## config.mk

```make
export PLATFORM = sky130hd
export DESIGN_NAME = mem_stage_flat
export DESIGN_NICKNAME = d
export VERILOG_FILES = /design/src/rtl/mem_stage_if.sv /design/src/rtl/mem_stage.sv /design/src/flat_wrapper.sv
export SDC_FILE = /design/constraint.sdc
export NUM_CORES = 1
export LEC_CHECK = 0
export CORE_MARGIN = 2
export CORE_UTILIZATION = 40
export DETAILED_ROUTE_END_ITERATION = 7
export PLACE_DENSITY = 0.71
export SLEW_MARGIN = 20
export SYNTH_ARGS = -nofsm -noshare
export SYNTH_HDL_FRONTEND = slang
export SYNTH_SLANG_ARGS = --single-unit
```

## constraint.sdc

```tcl
create_clock -name clk -period 2.74 [get_ports clk]
set_input_delay 0.548 -clock clk [delete_from_list [all_inputs] [get_ports clk]]
set_output_delay 0.548 -clock clk [all_outputs]
set_load 0.005 [all_outputs]
```

## src/rtl/mem_stage_if.sv

```systemverilog
// mem_stage_if: external data-memory bus between the MEM stage (master) and memory (slave).
interface mem_stage_if;
  logic        Mem_Req;
  logic        Mem_WE;
  logic [15:0] Mem_Addr;
  logic [31:0] Mem_WData;
  logic [31:0] Mem_RData;
  logic        Mem_Ack;
  modport master (output Mem_Req, Mem_WE, Mem_Addr, Mem_WData, input Mem_RData, Mem_Ack);
  modport slave  (input Mem_Req, Mem_WE, Mem_Addr, Mem_WData, output Mem_RData, Mem_Ack);
endinterface

```

## src/rtl/mem_stage.sv

```systemverilog
// mem_stage: pipeline MEM stage that freezes the pipe while a load/store waits on an
// external memory handshake, with a bounded wait that substitutes 32'hDEADBEEF on timeout.
module mem_stage #(
  parameter int TIMEOUT = 255
) (
  input  logic        clk,
  input  logic        rst,
  input  logic        WB_EN,
  input  logic        MEM_R_EN,
  input  logic        MEM_W_EN,
  input  logic [31:0] ALU_Res,
  input  logic [31:0] Val_Rm,
  input  logic [3:0]  Dest,
  mem_stage_if.master mem,
  output logic        Freeze,
  output logic        WB_EN_out,
  output logic        MEM_R_EN_out,
  output logic [31:0] ALU_Res_out,
  output logic [31:0] Mem_Data,
  output logic [3:0]  Dest_out,
  output logic        Mem_Err
);
  localparam int CW = $clog2(TIMEOUT + 1);
  typedef enum logic [1:0] {IDLE, ACCESS, DONE} state_t;
  state_t        state_q, state_d;
  logic [CW-1:0] cnt_q, cnt_d;
  logic          req_q, req_d, we_q, we_d, err_q, err_d, wb_q, wb_d, rd_q, rd_d;
  logic [15:0]   addr_q, addr_d;
  logic [31:0]   wdata_q, wdata_d, data_q, data_d, res_q, res_d, mdata_q, mdata_d;
  logic [3:0]    dest_q, dest_d;
  logic          mem_op, tmo;
  assign mem_op = MEM_R_EN | MEM_W_EN;
  // Abort on the cycle whose increment would bring the count to TIMEOUT.
  assign tmo    = cnt_q == CW'(TIMEOUT - 1);
  always_comb begin
    state_d = state_q;
    cnt_d   = cnt_q;
    req_d   = req_q;
    we_d    = we_q;
    addr_d  = addr_q;
    wdata_d = wdata_q;
    data_d  = data_q;
    err_d   = err_q;
    wb_d    = 1'b0;
    rd_d    = 1'b0;
    res_d   = res_q;
    mdata_d = mdata_q;
    dest_d  = dest_q;
    Freeze  = 1'b0;
    case (state_q)
      IDLE: begin
        if (mem_op) begin
          Freeze  = 1'b1;
          state_d = ACCESS;
          cnt_d   = '0;
          req_d   = 1'b1;
          we_d    = MEM_W_EN;
          addr_d  = 16'((ALU_Res - 32'd1024) >> 2);
          wdata_d = Val_Rm;
        end else begin
          wb_d    = WB_EN;
          rd_d    = MEM_R_EN;
          res_d   = ALU_Res;
          dest_d  = Dest;
        end
      end
      ACCESS: begin
        Freeze = 1'b1;
        if (mem.Mem_Ack) begin
          req_d   = 1'b0;
          state_d = DONE;
          data_d  = we_q ? data_q : mem.Mem_RData;
        end else if (tmo) begin
          req_d   = 1'b0;
          state_d = DONE;
          data_d  = 32'hDEADBEEF;
          err_d   = 1'b1;
        end else begin
          cnt_d   = cnt_q + CW'(1);
        end
      end
      DONE: begin
        state_d = IDLE;
        wb_d    = WB_EN;
        rd_d    = MEM_R_EN;
        res_d   = ALU_Res;
        mdata_d = data_q;
        dest_d  = Dest;
      end
      default: state_d = IDLE;
    endcase
  end
  always_ff @(posedge clk or negedge rst) begin
    if (!rst) begin
      state_q <= IDLE;
      cnt_q   <= '0;
      req_q   <= 1'b0;
      we_q    <= 1'b0;
      addr_q  <= '0;
      wdata_q <= '0;
      data_q  <= '0;
      err_q   <= 1'b0;
      wb_q    <= 1'b0;
      rd_q    <= 1'b0;
      res_q   <= '0;
      mdata_q <= '0;
      dest_q  <= '0;
    end else begin
      state_q <= state_d;
      cnt_q   <= cnt_d;
      req_q   <= req_d;
      we_q    <= we_d;
      addr_q  <= addr_d;
      wdata_q <= wdata_d;
      data_q  <= data_d;
      err_q   <= err_d;
      wb_q    <= wb_d;
      rd_q    <= rd_d;
      res_q   <= res_d;
      mdata_q <= mdata_d;
      dest_q  <= dest_d;
    end
  end
  assign mem.Mem_Req   = req_q;
  assign mem.Mem_WE    = we_q;
  assign mem.Mem_Addr  = addr_q;
  assign mem.Mem_WData = wdata_q;
  assign WB_EN_out     = wb_q;
  assign MEM_R_EN_out  = rd_q;
  assign ALU_Res_out   = res_q;
  assign Mem_Data      = mdata_q;
  assign Dest_out      = dest_q;
  assign Mem_Err       = err_q;
endmodule

```

## src/flat_wrapper.sv

```systemverilog
// flat-port wrapper written by rule: the top's interface ports become plain ports
module mem_stage_flat 
#(
  parameter int TIMEOUT = 255
)
  (clk, rst, WB_EN, MEM_R_EN, MEM_W_EN, ALU_Res, Val_Rm, Dest, Freeze, WB_EN_out, MEM_R_EN_out, ALU_Res_out, Mem_Data, Dest_out, Mem_Err, mem_Mem_Req, mem_Mem_WE, mem_Mem_Addr, mem_Mem_WData, mem_Mem_RData, mem_Mem_Ack);
  mem_stage_if mem_i ();
  input  logic clk;
  input  logic rst;
  input  logic WB_EN;
  input  logic MEM_R_EN;
  input  logic MEM_W_EN;
  input  logic [31:0] ALU_Res;
  input  logic [31:0] Val_Rm;
  input  logic [3:0] Dest;
  output logic Freeze;
  output logic WB_EN_out;
  output logic MEM_R_EN_out;
  output logic [31:0] ALU_Res_out;
  output logic [31:0] Mem_Data;
  output logic [3:0] Dest_out;
  output logic Mem_Err;
  output wire logic [$bits(mem_i.Mem_Req)-1:0] mem_Mem_Req;
  output wire logic [$bits(mem_i.Mem_WE)-1:0] mem_Mem_WE;
  output wire logic [$bits(mem_i.Mem_Addr)-1:0] mem_Mem_Addr;
  output wire logic [$bits(mem_i.Mem_WData)-1:0] mem_Mem_WData;
  input wire logic [$bits(mem_i.Mem_RData)-1:0] mem_Mem_RData;
  input wire logic [$bits(mem_i.Mem_Ack)-1:0] mem_Mem_Ack;
  assign mem_Mem_Req = mem_i.Mem_Req;
  assign mem_Mem_WE = mem_i.Mem_WE;
  assign mem_Mem_Addr = mem_i.Mem_Addr;
  assign mem_Mem_WData = mem_i.Mem_WData;
  assign mem_i.Mem_RData = mem_Mem_RData;
  assign mem_i.Mem_Ack = mem_Mem_Ack;
  mem_stage #(.TIMEOUT(TIMEOUT)) u_core (.clk(clk), .rst(rst), .WB_EN(WB_EN), .MEM_R_EN(MEM_R_EN), .MEM_W_EN(MEM_W_EN), .ALU_Res(ALU_Res), .Val_Rm(Val_Rm), .Dest(Dest), .mem(mem_i), .Freeze(Freeze), .WB_EN_out(WB_EN_out), .MEM_R_EN_out(MEM_R_EN_out), .ALU_Res_out(ALU_Res_out), .Mem_Data(Mem_Data), .Dest_out(Dest_out), .Mem_Err(Mem_Err));
endmodule
```

# == Word-level counts from Yosys, hierarchy flattened ==
# Index checks and enable logic that the tools add are counted.
# word_totals
regBits,163
latchBits,0
ramBits,0
rom_bits,0
input_bits,106
n_memories,0
# classes
add_sub_neg,2
n_mul,0
div_mod_pow,0
n_lt_le_gt_ge,0
eq_ne,9
shifts,0
mux,25
bitwise,2
reduce_logical,11
# ops
cell,n
$mux 32,4
$pmux 32 s2,1
$mux 8,3
$sub 18x11->18 const B,1
$pmux 8 s2,1
$reduce_and 3->1,3
$add 8x1->8 const B,1
$eq 8x8->1 const B,1
$ne 2x2->1 const B,4
$pmux 1 s2,4
$pmux 4 s2,1
$mux 1,6
$mux 2,3
$reduce_and 2->1,3
$reduce_bool 2->1,3
$mux 4,1
$pmux 2 s2,1
$reduce_and 4->1,1
$ne 3x2->1 const B,1
$eq 2x1->1 const B,1
$eq 2x2->1 const B,1
$logic_not 2->1,1
$ne 2x1->1 const B,1
$not 1->1,1
$or 1x1->1,1

# == Logic depth before layout (Yosys ltp) ==
# depth
depth_word,4
mapped_depth,7
ltp_nobuf,6

# == Worst setup path after synthesis ==
# Ideal clock, no wire load.
# synth_path
path_type,input -> register
start,input MEM_W_EN
end,"register u_core.res_q[12], in the netlist u_core.ALU_Res_out[12]"
setup_time_ns,0.125
t_arrival_ns,1.592
setup_slack_ns,1.023
cell_stages,5
path_buffers,1
cell_sequence,nor2_1 -> nor2_1 -> nor2_2 -> buf_4 -> mux2_2
# synth_between
elab_chain_cells,3
# synth_lines
element,line_no,source
from (decl),flat_wrapper.sv:12,input logic MEM_W_EN;
$or 1x1->1,mem_stage.sv:32,assign mem_op = MEM_R_EN | MEM_W_EN;
$ne 2x2->1 (no line),--,
$reduce_and 2->1 (no line),--,
to (signal assigned),mem_stage.sv:119,res_q <= res_d;
to (decl),mem_stage.sv:29,"logic [31:0] wdata_q, wdata_d, data_q, data_d, res_q, res_d, mdata_q, mdata_d;"
# Every way passes these cells.
# A chain may end at the register's enable or synchronous reset.

# == Final worst setup path ==
# layout_path
start,input MEM_R_EN
end,output Freeze
# layout_between
elab_chain_cells,3
# layout_lines
element,line_no,source
from (decl),flat_wrapper.sv:11,input logic MEM_R_EN;
$or 1x1->1,mem_stage.sv:32,
$mux 1,mem_stage.sv:52,if (mem_op) begin
$pmux 1 s2,mem_stage.sv:50,case (state_q)
to (decl),flat_wrapper.sv:16,output logic Freeze;
# Every way passes these cells.

==> out/qor.txt <==
Run status: complete, no violations
Root buf cell: clkbuf_16
PwrDens: 1150 nW/µm²
Port bufs: 227
Rel. slew slack: 51.7%
RR Startpoint: u_core.cnt_q[0]
Post-CTS resize count: 0
Via count: 4615
Worst Reg-to-Reg Cells: 6
Vias per inst: 4.79
R2R Setup Slk: 930 ps
H-tree depth: 4
Synthesized Nets: 613
Core Area: 15700 µm²
# nets final: 843
Share of cells above drive strength 1: 15.5%
Grt total ovfl: 0
Gate Count Post-Synth: 504
Diodes inserted: 0
Commonest non-fill, non-tap cell in the layout: clkdlybuf4s50_1
Gr usage total: 18.8%
Die Y-Extent: 130 µm
HPWL Detailed: 11100 µm
Pleak: 4.18 nW
Endpoint class of the critical path: output port
Unrepaired setup endpoints after global routing: no
Iteration-0 DRC count of the detailed router: 167
Initial antenna violation count: 0
Top FF cell, synth: dfrtp_1
Setup bufs post-CTS: 0
Slew @ Worst Pin: 724 ps
Setup violations, final: 0
TritonCTS sink count: 163
CTS tree: yes
Die Wd: 130 µm
FP Rows: 46
Setup TNS: 0 ps
Min Tclk post-route: 2430 ps
Post-synthesis sequential area ratio: 64.3%
Post-Synth XOR/XNOR Area: 0.552%
Count of final hold-check violations: 0
Fraction of synthesized area in multiplexers: 12.1%
First-pass GRT wire length: 24500 µm
Max FO, Critical Path: 5
Drt pass-1 iters: 4
Commonest cells after routing, fill and taps aside: clkdlybuf4s50_1, dfrtp_1, nand2_1
WHS: 163 ps
HP Class: input port to async pin
Max Freq: 0.412 GHz
Distinct cells, synth: 43
Slew Limit Fails: 0
Adder-cell share of the synthesized area: 0.592%
Max Cap Viol: 0
Synthesized flop and latch total: 163
Layout area overhead: 50.7%
Initial core utilization: 40.4%
Post-route ant nets: 0
Period utilization: 88.6%
FF-to-FF End: u_core.data_q[17]
Number of global-route vias before repair: 4876
Fillcell total: 1269
Clock buffer count from CTS: 17
Crit path to: Freeze
Drt wl/cell: 16.2 µm
Worst setup startpoint: MEM_R_EN
Die ar.: 16900 µm²
Bufs on Longest Clock Path: 2
Gpl congestion: 0.773
# IOs: 228
Post-synthesis compound-gate area fraction: 7.64%
Largest net degree at the start of global routing: 76
Worst setup SP type: input port
Ys Warns: 0
Routed wire length: 15600 µm
Hold-fix buffers, CTS: 0
Worst endpoint required time: 2190 ps
Clock latency on the worst-skew pair: 420 ps
Synthesized cell area: 6340 µm²
Async S/R FF share, synth: 100%
Synth Area in Simple Gates: 12.3%
Combinational family with the most area after synthesis: simple AND/OR/NAND/NOR gates
EDFF count, synth: 0
Synthesized area per cell: 12.6 µm²
DRC Markers: 0
Arrival time worst endpoint: 1880 ps
Max Clock Skew: 11.7 ps
Max VDD drop: 664 µV
Worst-path clk slew: 60 ps
Setup CP Type: input port to output port
kinds of logic (layout without fill, tap and decap cells):
group           Yosys count  in the layout
compound gates           61             61
xor+xnor                  4              4
fa+ha+maj                 3              3
buf+inv                  30            273
flops                   163            163
mux                      68             68
simple gates            175            175
worst min-delay path by stage:
| stage | start | to | cells past startpoint |
|---|---|---|---|
| floorplan | rst | u_core.ALU_Res_out[0] | 0 |
| global placement | u_core.Mem_Err | u_core.Mem_Err | 1 |
| detailed placement | u_core.mem.Mem_Addr[3] | u_core.mem.Mem_Addr[3] | 2 |
| CTS | rst | u_core.Mem_Data[24] | 1 |
| global route | rst | u_core.Mem_Data[24] | 1 |
| finish | rst | u_core.data_q[26] | 1 |
critical path, cell delays in order:
cell,delay (ps)
clkdlybuf4s50_1,580
nor3_1,70
nor2_1,140
clkdlybuf4s50_1,530
where the power goes:
part / leakage (nW) / switching (mW) / internal, mW
Combinational: 1.91 / 1.55 / 2.60
Sequential: 1.95 / 0.640 / 3.54
Clock: 0.322 / 0.913 / 1.73
final cells by class:
type	instances	area, µm²	share of cell area, %
repair buffers	236	2400	25.2
well taps	216	270	2.83
clock buffers	22	454	4.75
clock inverters	10	204	2.13
multi-input cells	311	2120	22.2
flip-flops and latches	163	4080	42.7
inverters	5	18.8	0.196
registers in the layout, indices dropped and copies added, names as in the netlist:
signal                flops
u_core.ALU_Res_out       32
u_core.Dest_out           4
u_core.MEM_R_EN_out       1
u_core.Mem_Data          32
u_core.Mem_Err            1
u_core.WB_EN_out          1
u_core.cnt_q              8
u_core.data_q            32
u_core.mem.Mem_Addr      16
u_core.mem.Mem_Req        1
u_core.mem.Mem_WData     32
u_core.mem.Mem_WE         1
u_core.state_q            2
stage by stage:
step | setup WS, ps | instances | util [%] | instance area [µm²] | power, mW
after floorplan | 1020 | 504 | - | 6340 | 5.88
after global placement | 305 | 931 | 56.6 | 8890 | 8.24
after detailed placement | 317 | 931 | 56.6 | 8890 | 8.43
after CTS | 300 | 963 | 60.8 | 9550 | 11.1
after global routing | 255 | 963 | 60.8 | 9550 | 11.7
final | 313 | 963 | 60.8 | 9550 | 11.0
layer usage:
metal	routed length [µm]	up-vias	track usage (%)
li1	-	2185	-
met1	6400	2269	22.8
met2	7850	146	31.8
met3	1150	15	6.64
met4	177	0	5.76
met5	0	-	0
synth_stat cells, types with 2 or more instances:
cell type,instances,area share [%]
a21o_1,2,0.24
nor2_1,14,0.83
a22o_1,9,1.2
and3_1,3,0.30
buf_2,11,0.87
nor3b_4,2,0.59
and2_1,2,0.20
clkbuf_1,5,0.30
nand3b_1,2,0.24
xnor2_1,3,0.41
nand2_1,131,7.8
buf_4,3,0.36
o31ai_1,2,0.24
a211o_1,3,0.41
o21ai_0,9,0.71
nor3_1,6,0.47
inv_1,5,0.30
dfrtp_1,163,64
ha_1,3,0.59
mux2_2,68,12
buf_1,3,0.18
nand3_1,5,0.39
buf_6,3,0.53
o22a_1,24,3.3
a21oi_1,3,0.24
a31oi_1,3,0.30
(Power assumes the default switching activity.)
